### src/rtl/mem_arbiter_pkg.sv
// Shared definitions for the two-port main-memory arbiter: FSM encoding and default timeout.
package mem_arbiter_pkg;

    typedef enum logic [1:0] {
        ST_IDLE  = 2'd0,
        ST_ISSUE = 2'd1,
        ST_WAIT  = 2'd2,
        ST_RESP  = 2'd3
    } arb_state_t;

    localparam int TIMEOUT_DEFAULT = 15;

endpackage

### src/rtl/mem_arbiter_rr_pick2.sv
// Two-way round-robin pick: on a tie the requester not served last wins.
module rr_pick2 (
    input  logic i_req0,
    input  logic i_req1,
    input  logic i_last,
    output logic o_valid,
    output logic o_winner
);

    assign o_valid  = i_req0 | i_req1;
    assign o_winner = (i_req0 & i_req1) ? ~i_last : i_req1;

endmodule

### src/rtl/mem_arbiter.sv
// Round-robin arbiter sharing one main-memory port between two requesters,
// with a single outstanding transaction and a WAIT-state timeout.
module mem_arbiter
    import mem_arbiter_pkg::*;
#(
    parameter int ADDR_W  = 32,
    parameter int DATA_W  = 32,
    parameter int TIMEOUT = TIMEOUT_DEFAULT
) (
    input  logic              clock,
    input  logic              reset,
    input  logic              r0_read,
    input  logic              r0_write,
    input  logic [ADDR_W-1:0] r0_addr,
    input  logic [DATA_W-1:0] r0_wdata,
    output logic [DATA_W-1:0] r0_rdata,
    output logic              r0_ready,
    output logic              r0_error,
    input  logic              r1_read,
    input  logic              r1_write,
    input  logic [ADDR_W-1:0] r1_addr,
    input  logic [DATA_W-1:0] r1_wdata,
    output logic [DATA_W-1:0] r1_rdata,
    output logic              r1_ready,
    output logic              r1_error,
    output logic              mem_read,
    output logic              mem_write,
    output logic [ADDR_W-1:0] mem_addr,
    output logic [DATA_W-1:0] mem_wdata,
    input  logic [DATA_W-1:0] mem_rdata,
    input  logic              mem_ready,
    output logic              busy,
    output logic              grant_id
);

    localparam int CNT_W = (TIMEOUT < 2) ? 1 : $clog2(TIMEOUT);

    arb_state_t       r_state;
    logic             r_last;
    logic             r_wr;
    logic [CNT_W-1:0] r_cnt;

    logic w_req0;
    logic w_req1;
    logic w_any;
    logic w_win;
    logic w_win_wr;

    assign w_req0   = r0_read | r0_write;
    assign w_req1   = r1_read | r1_write;
    // Write takes precedence when a requester raises both strobes.
    assign w_win_wr = w_win ? r1_write : r0_write;

    rr_pick2 u_pick (
        .i_req0   (w_req0),
        .i_req1   (w_req1),
        .i_last   (r_last),
        .o_valid  (w_any),
        .o_winner (w_win)
    );

    always_ff @(posedge clock or posedge reset) begin
        if (reset) begin
            r_state   <= ST_IDLE;
            r_last    <= 1'b1;
            r_wr      <= 1'b0;
            r_cnt     <= '0;
            r0_rdata  <= '0;
            r0_ready  <= 1'b0;
            r0_error  <= 1'b0;
            r1_rdata  <= '0;
            r1_ready  <= 1'b0;
            r1_error  <= 1'b0;
            mem_read  <= 1'b0;
            mem_write <= 1'b0;
            mem_addr  <= '0;
            mem_wdata <= '0;
            busy      <= 1'b0;
            grant_id  <= 1'b0;
        end else begin
            case (r_state)
                ST_IDLE: begin
                    if (w_any) begin
                        grant_id  <= w_win;
                        r_wr      <= w_win_wr;
                        mem_addr  <= w_win ? r1_addr : r0_addr;
                        mem_wdata <= w_win ? r1_wdata : r0_wdata;
                        mem_read  <= ~w_win_wr;
                        mem_write <= w_win_wr;
                        busy      <= 1'b1;
                        r_state   <= ST_ISSUE;
                    end
                end
                ST_ISSUE: begin
                    mem_read  <= 1'b0;
                    mem_write <= 1'b0;
                    r_cnt     <= '0;
                    r_state   <= ST_WAIT;
                end
                ST_WAIT: begin
                    if (mem_ready) begin
                        if (grant_id) begin
                            r1_ready <= 1'b1;
                            r1_rdata <= r_wr ? '0 : mem_rdata;
                        end else begin
                            r0_ready <= 1'b1;
                            r0_rdata <= r_wr ? '0 : mem_rdata;
                        end
                        r_state <= ST_RESP;
                    end else if (r_cnt == CNT_W'(TIMEOUT - 1)) begin
                        // Timed out: complete with error and zero data.
                        if (grant_id) begin
                            r1_ready <= 1'b1;
                            r1_error <= 1'b1;
                        end else begin
                            r0_ready <= 1'b1;
                            r0_error <= 1'b1;
                        end
                        r_state <= ST_RESP;
                    end else begin
                        r_cnt <= r_cnt + CNT_W'(1);
                    end
                end
                ST_RESP: begin
                    r0_ready <= 1'b0;
                    r0_error <= 1'b0;
                    r0_rdata <= '0;
                    r1_ready <= 1'b0;
                    r1_error <= 1'b0;
                    r1_rdata <= '0;
                    r_last   <= grant_id;
                    busy     <= 1'b0;
                    r_state  <= ST_IDLE;
                end
                default: r_state <= ST_IDLE;
            endcase
        end
    end

endmodule
### config.mk
export PLATFORM = sky130hd
export DESIGN_NAME = mem_arbiter
export DESIGN_NICKNAME = d
export VERILOG_FILES = /design/src/rtl/mem_arbiter_pkg.sv /design/src/rtl/mem_arbiter_rr_pick2.sv /design/src/rtl/mem_arbiter.sv
export SDC_FILE = /design/constraint.sdc
export NUM_CORES = 1
export LEC_CHECK = 0
export CELL_PAD_IN_SITES_DETAIL_PLACEMENT = 0
export CELL_PAD_IN_SITES_GLOBAL_PLACEMENT = 2
export CORE_MARGIN = 2
export CORE_UTILIZATION = 23
export CTS_BUF_LIST = sky130_fd_sc_hd__clkbuf_2 sky130_fd_sc_hd__clkbuf_4 sky130_fd_sc_hd__clkbuf_8
export DETAILED_ROUTE_END_ITERATION = 8
export PLACE_DENSITY_LB_ADDON = 0.08
export SYNTH_ARGS = -nofsm -noshare
export SYNTH_HDL_FRONTEND = slang
export SYNTH_HIERARCHICAL = 1
export SYNTH_SLANG_ARGS = --single-unit
### constraint.sdc
create_clock -name clock -period 4.4 [get_ports clock]
set_clock_uncertainty 0.2 [all_clocks]
set_input_delay 0.66 -clock clock [delete_from_list [all_inputs] [get_ports clock]]
set_output_delay 0.66 -clock clock [all_outputs]
set_load 0.02 [all_outputs]
==> run summary <==
Synth area leader: dfrtp_1
Placement Rows: 61
Worst setup SP type: input pin
Mapped Nets: 711
Element type at the critical path end: flop
Post-Syn Area per Cell: 12.2 sq um
Fin. max-slew vios: 0
Synthesized instance count: 538
DIE AREA: 29900 sq um
Area of the multi-input gates: 2740 sq um
Post-route design area: 10400 sq um
Total CTS buffers: 17
Worst hold path class: reg -> reg
Clock Sink Count: 144
Die H: 173 um
DP HPWL: 14800 um
Layout cell share with drive strength beyond 1: 13.8%
Final WL: 20400 um
Layout area overhead: 58.4%
CTS tree: yes
Crit-path max FO: 64
Comb pwr share: 54.1%
Slew HR: 49.8%
Port Buffers: 302
Clock slew at reported path FFs: 0.09 ns
Post-DR vias/cell: 4.14
Hold Fails Final Rpt: 0
Synth area leaders: dfrtp_1 (55%), mux2i_1 (10%), mux2_4 (6.9%)
Compound-cell area share of the yosys netlist: 7.69%
Cts repair resizes: 0
Sequential fraction of the synthesis area: 55.0%
Fraction of the mapped netlist area in adder cells: 1.14%
Nets: 1005
Setup bufs post-CTS: 0
Data required, critical path: 4.55 ns
FF+latch count, synth: 144
H-tree levels: 4
Total Routing Usage GR: 13.6%
Max Fclk: 369 MHz
WL per Instance: 16.7 um
Largest family of logic cells by synthesized area: multiplexers
CP Class: in -> reg
Xor/xnor share of the synthesized area: 0%
Starting Density: 23.5%
Cell Area, Synth: 6560 sq um
Finished Layout Cells: 1224
Die width: 173 um
Final worst path period share: 61.6%
MaxCap Viol Count: 0
PwrDens: 725 nW/um^2
Vias: 5069
Switching power: 0.00301 W
Crit path DAT: 2.86 ns
Detailed Route Iter0 Violations: 158
CTS max path bufs: 2
Hold buffers post-CTS: 0
Yosys cell types: 40
Main flop type after synthesis: dfrtp_1
Later-pin clock latency in the skew report: 0.43 ns
Setup tns final: 0 ns
Final setup fails: 0
Dpl cells: 1191
Slew @ Worst Pin: 0.751 ns
Placed cell areas: 9950 sq um
Sw frac: 40.0%
Yosys warnings: 6
Multiplexer area fraction after synthesis: 23.4%
Initial antenna violation count: 1
Simple-gate share of the synthesized area: 9.25%
Core ar.: 27900 sq um
Root buffer cell: clkbuf_8
Setup Slack @ Placement: 1.18 ns
Vias in the first global route: 5443
Sequential power share: 30.4%
Post-synth top cells: dfrtp_1 (143), a21oi_1 (73), mux2i_1 (67), nor2_1 (67), mux2_2 (37)
Run status: complete, no violations
Most frequent cell after synthesis: dfrtp_1
Top Ports: 303
DRT Pass-1 Iters: 4
Min cycle time layout: 2.71 ns
Leakage: 4.42 nW
Clk pwr share: 15.6%
Post-route setup slack: 1.69 ns
Final worst hold slack: 0.310 ns
EDFF count, synth: 0
Asr flop ratio synth: 100%
First-pass GRT wire length: 32100 um
Final Wtd Congestion: 0.775
ANT nets after route: 0
Grt ovf: 0
Reg area: 3600 sq um
Fillers: 2817
DRC: 0
Largest net degree at the start of global routing: 91
Top cell type's share of synthesized area: 54.6%
Int Pwr: 0.00452 W
Max VDD drop: 303 uV
RSZ-0062 raised after global routing: false
sequential cells by signal, summed over array words and instances, names as in the netlist:
name and cells:
r_last 1, r1_rdata 32, mem_write 1, r1_error 1, r0_rdata 32, r_state 2, mem_wdata 32, mem_read 1
mem_addr 32, busy 1, r_cnt 4, r0_ready 1, grant_id 1, r_wr 1, r1_ready 1, r0_error 1
cell families (layout without fill, tap and decap cells):
logic type | after synthesis | count (layout)
and+or+nand+nor | 124 | 124
buffers and inverters | 40 | 347
muxes | 134 | 134
adders and majority gates | 6 | 6
DFF | 144 | 144
other | 0 | 1
AOI/OAI and AO/OA | 90 | 90
worst max-delay path, cell delays in order:
cell and delay [ns]:
clkdlybuf4s50_1 0.42, or2_2 0.34, a21boi_4 0.20, buf_12 0.36, mux2i_1 0.20, or3b_2 0.47
a31oi_1 0.20
path summary, 6_finish.rpt:
path	cells past startpoint	endpoint	slack [ns]	from
min in group asynchronous	2	r1_rdata[11]$_DFFE_PP0P_	0.48	reset
min reg2reg	1	r1_rdata[4]$_DFFE_PP0P_	0.31	r1_rdata[4]$_DFFE_PP0P_
min	1	r1_rdata[4]$_DFFE_PP0P_	0.31	r1_rdata[4]$_DFFE_PP0P_
max	7	mem_write$_DFFE_PP0P_	1.69	r0_write
max in group asynchronous	3	r_last$_DFFE_PP1P_	2.59	reset
max reg2reg	5	r0_rdata[6]$_DFFE_PP0P_	1.86	r_state[0]$_DFFE_PP0P_
cell type report:
cell class | instances | share of cell area, %
Inverter | 7 | 0.289
Tap cell | 378 | 4.55
Timing Repair Buffer | 308 | 29.9
Antenna cell | 1 | 0.0241
Clock buffer | 17 | 2.25
Sequential cell | 144 | 34.7
Multi-Input combinational cell | 354 | 26.4
Clock inverter | 15 | 1.89
through the flow:
step	power, W	utilization, %
floorplan	0.00471	-
global placement	0.00639	35.6
detailed placement	0.00647	35.6
CTS	0.00769	37.2
global route	0.00804	37.2
finish	0.00753	37.2
metal layers:
| metal | up-vias | track usage (%) | wire (um) |
|---|---|---|---|
| li1 | 2443 | - | - |
| met2 | 198 | 21.8 | 9310 |
| met5 | - | 0 | 0 |
| met3 | 14 | 6.35 | 2110 |
| met4 | 0 | 3.95 | 246 |
| met1 | 2414 | 16.5 | 8730 |
layout by cell type, fill, tap and decap left out, types with 2 or more instances in the layout:
cell	Yosys	routed
nand2b_1	3	3
dfrtp_1	143	143
inv_8	0	2
clkbuf_8	0	17
o21ai_0	3	3
clkdlybuf4s50_1	0	302
ha_1	6	6
a21oi_1	73	73
a2bb2oi_1	2	2
a31oi_1	3	3
clkinvlp_4	0	4
or2_2	2	2
bufinv_16	0	3
inv_1	7	6
nand2_1	7	7
buf_12	0	3
mux2_2	37	37
mux2i_1	67	67
buf_4	4	3
nor2_1	67	66
nand3_1	2	2
and2_1	33	32
a211oi_1	2	2
mux2_4	30	30
inv_6	0	6
power by group through the flow:
stage	registers [W]	logic [W]	clock network (W)
floorplan	0.00297	0.00173	0
global route	0.00238	0.00438	0.00128
global placement	0.00229	0.00409	0
detailed placement	0.00232	0.00415	0
finish	0.00229	0.00407	0.00117
CTS	0.00230	0.00416	0.00122
Note: power is estimated with default switching activity, not from simulation.
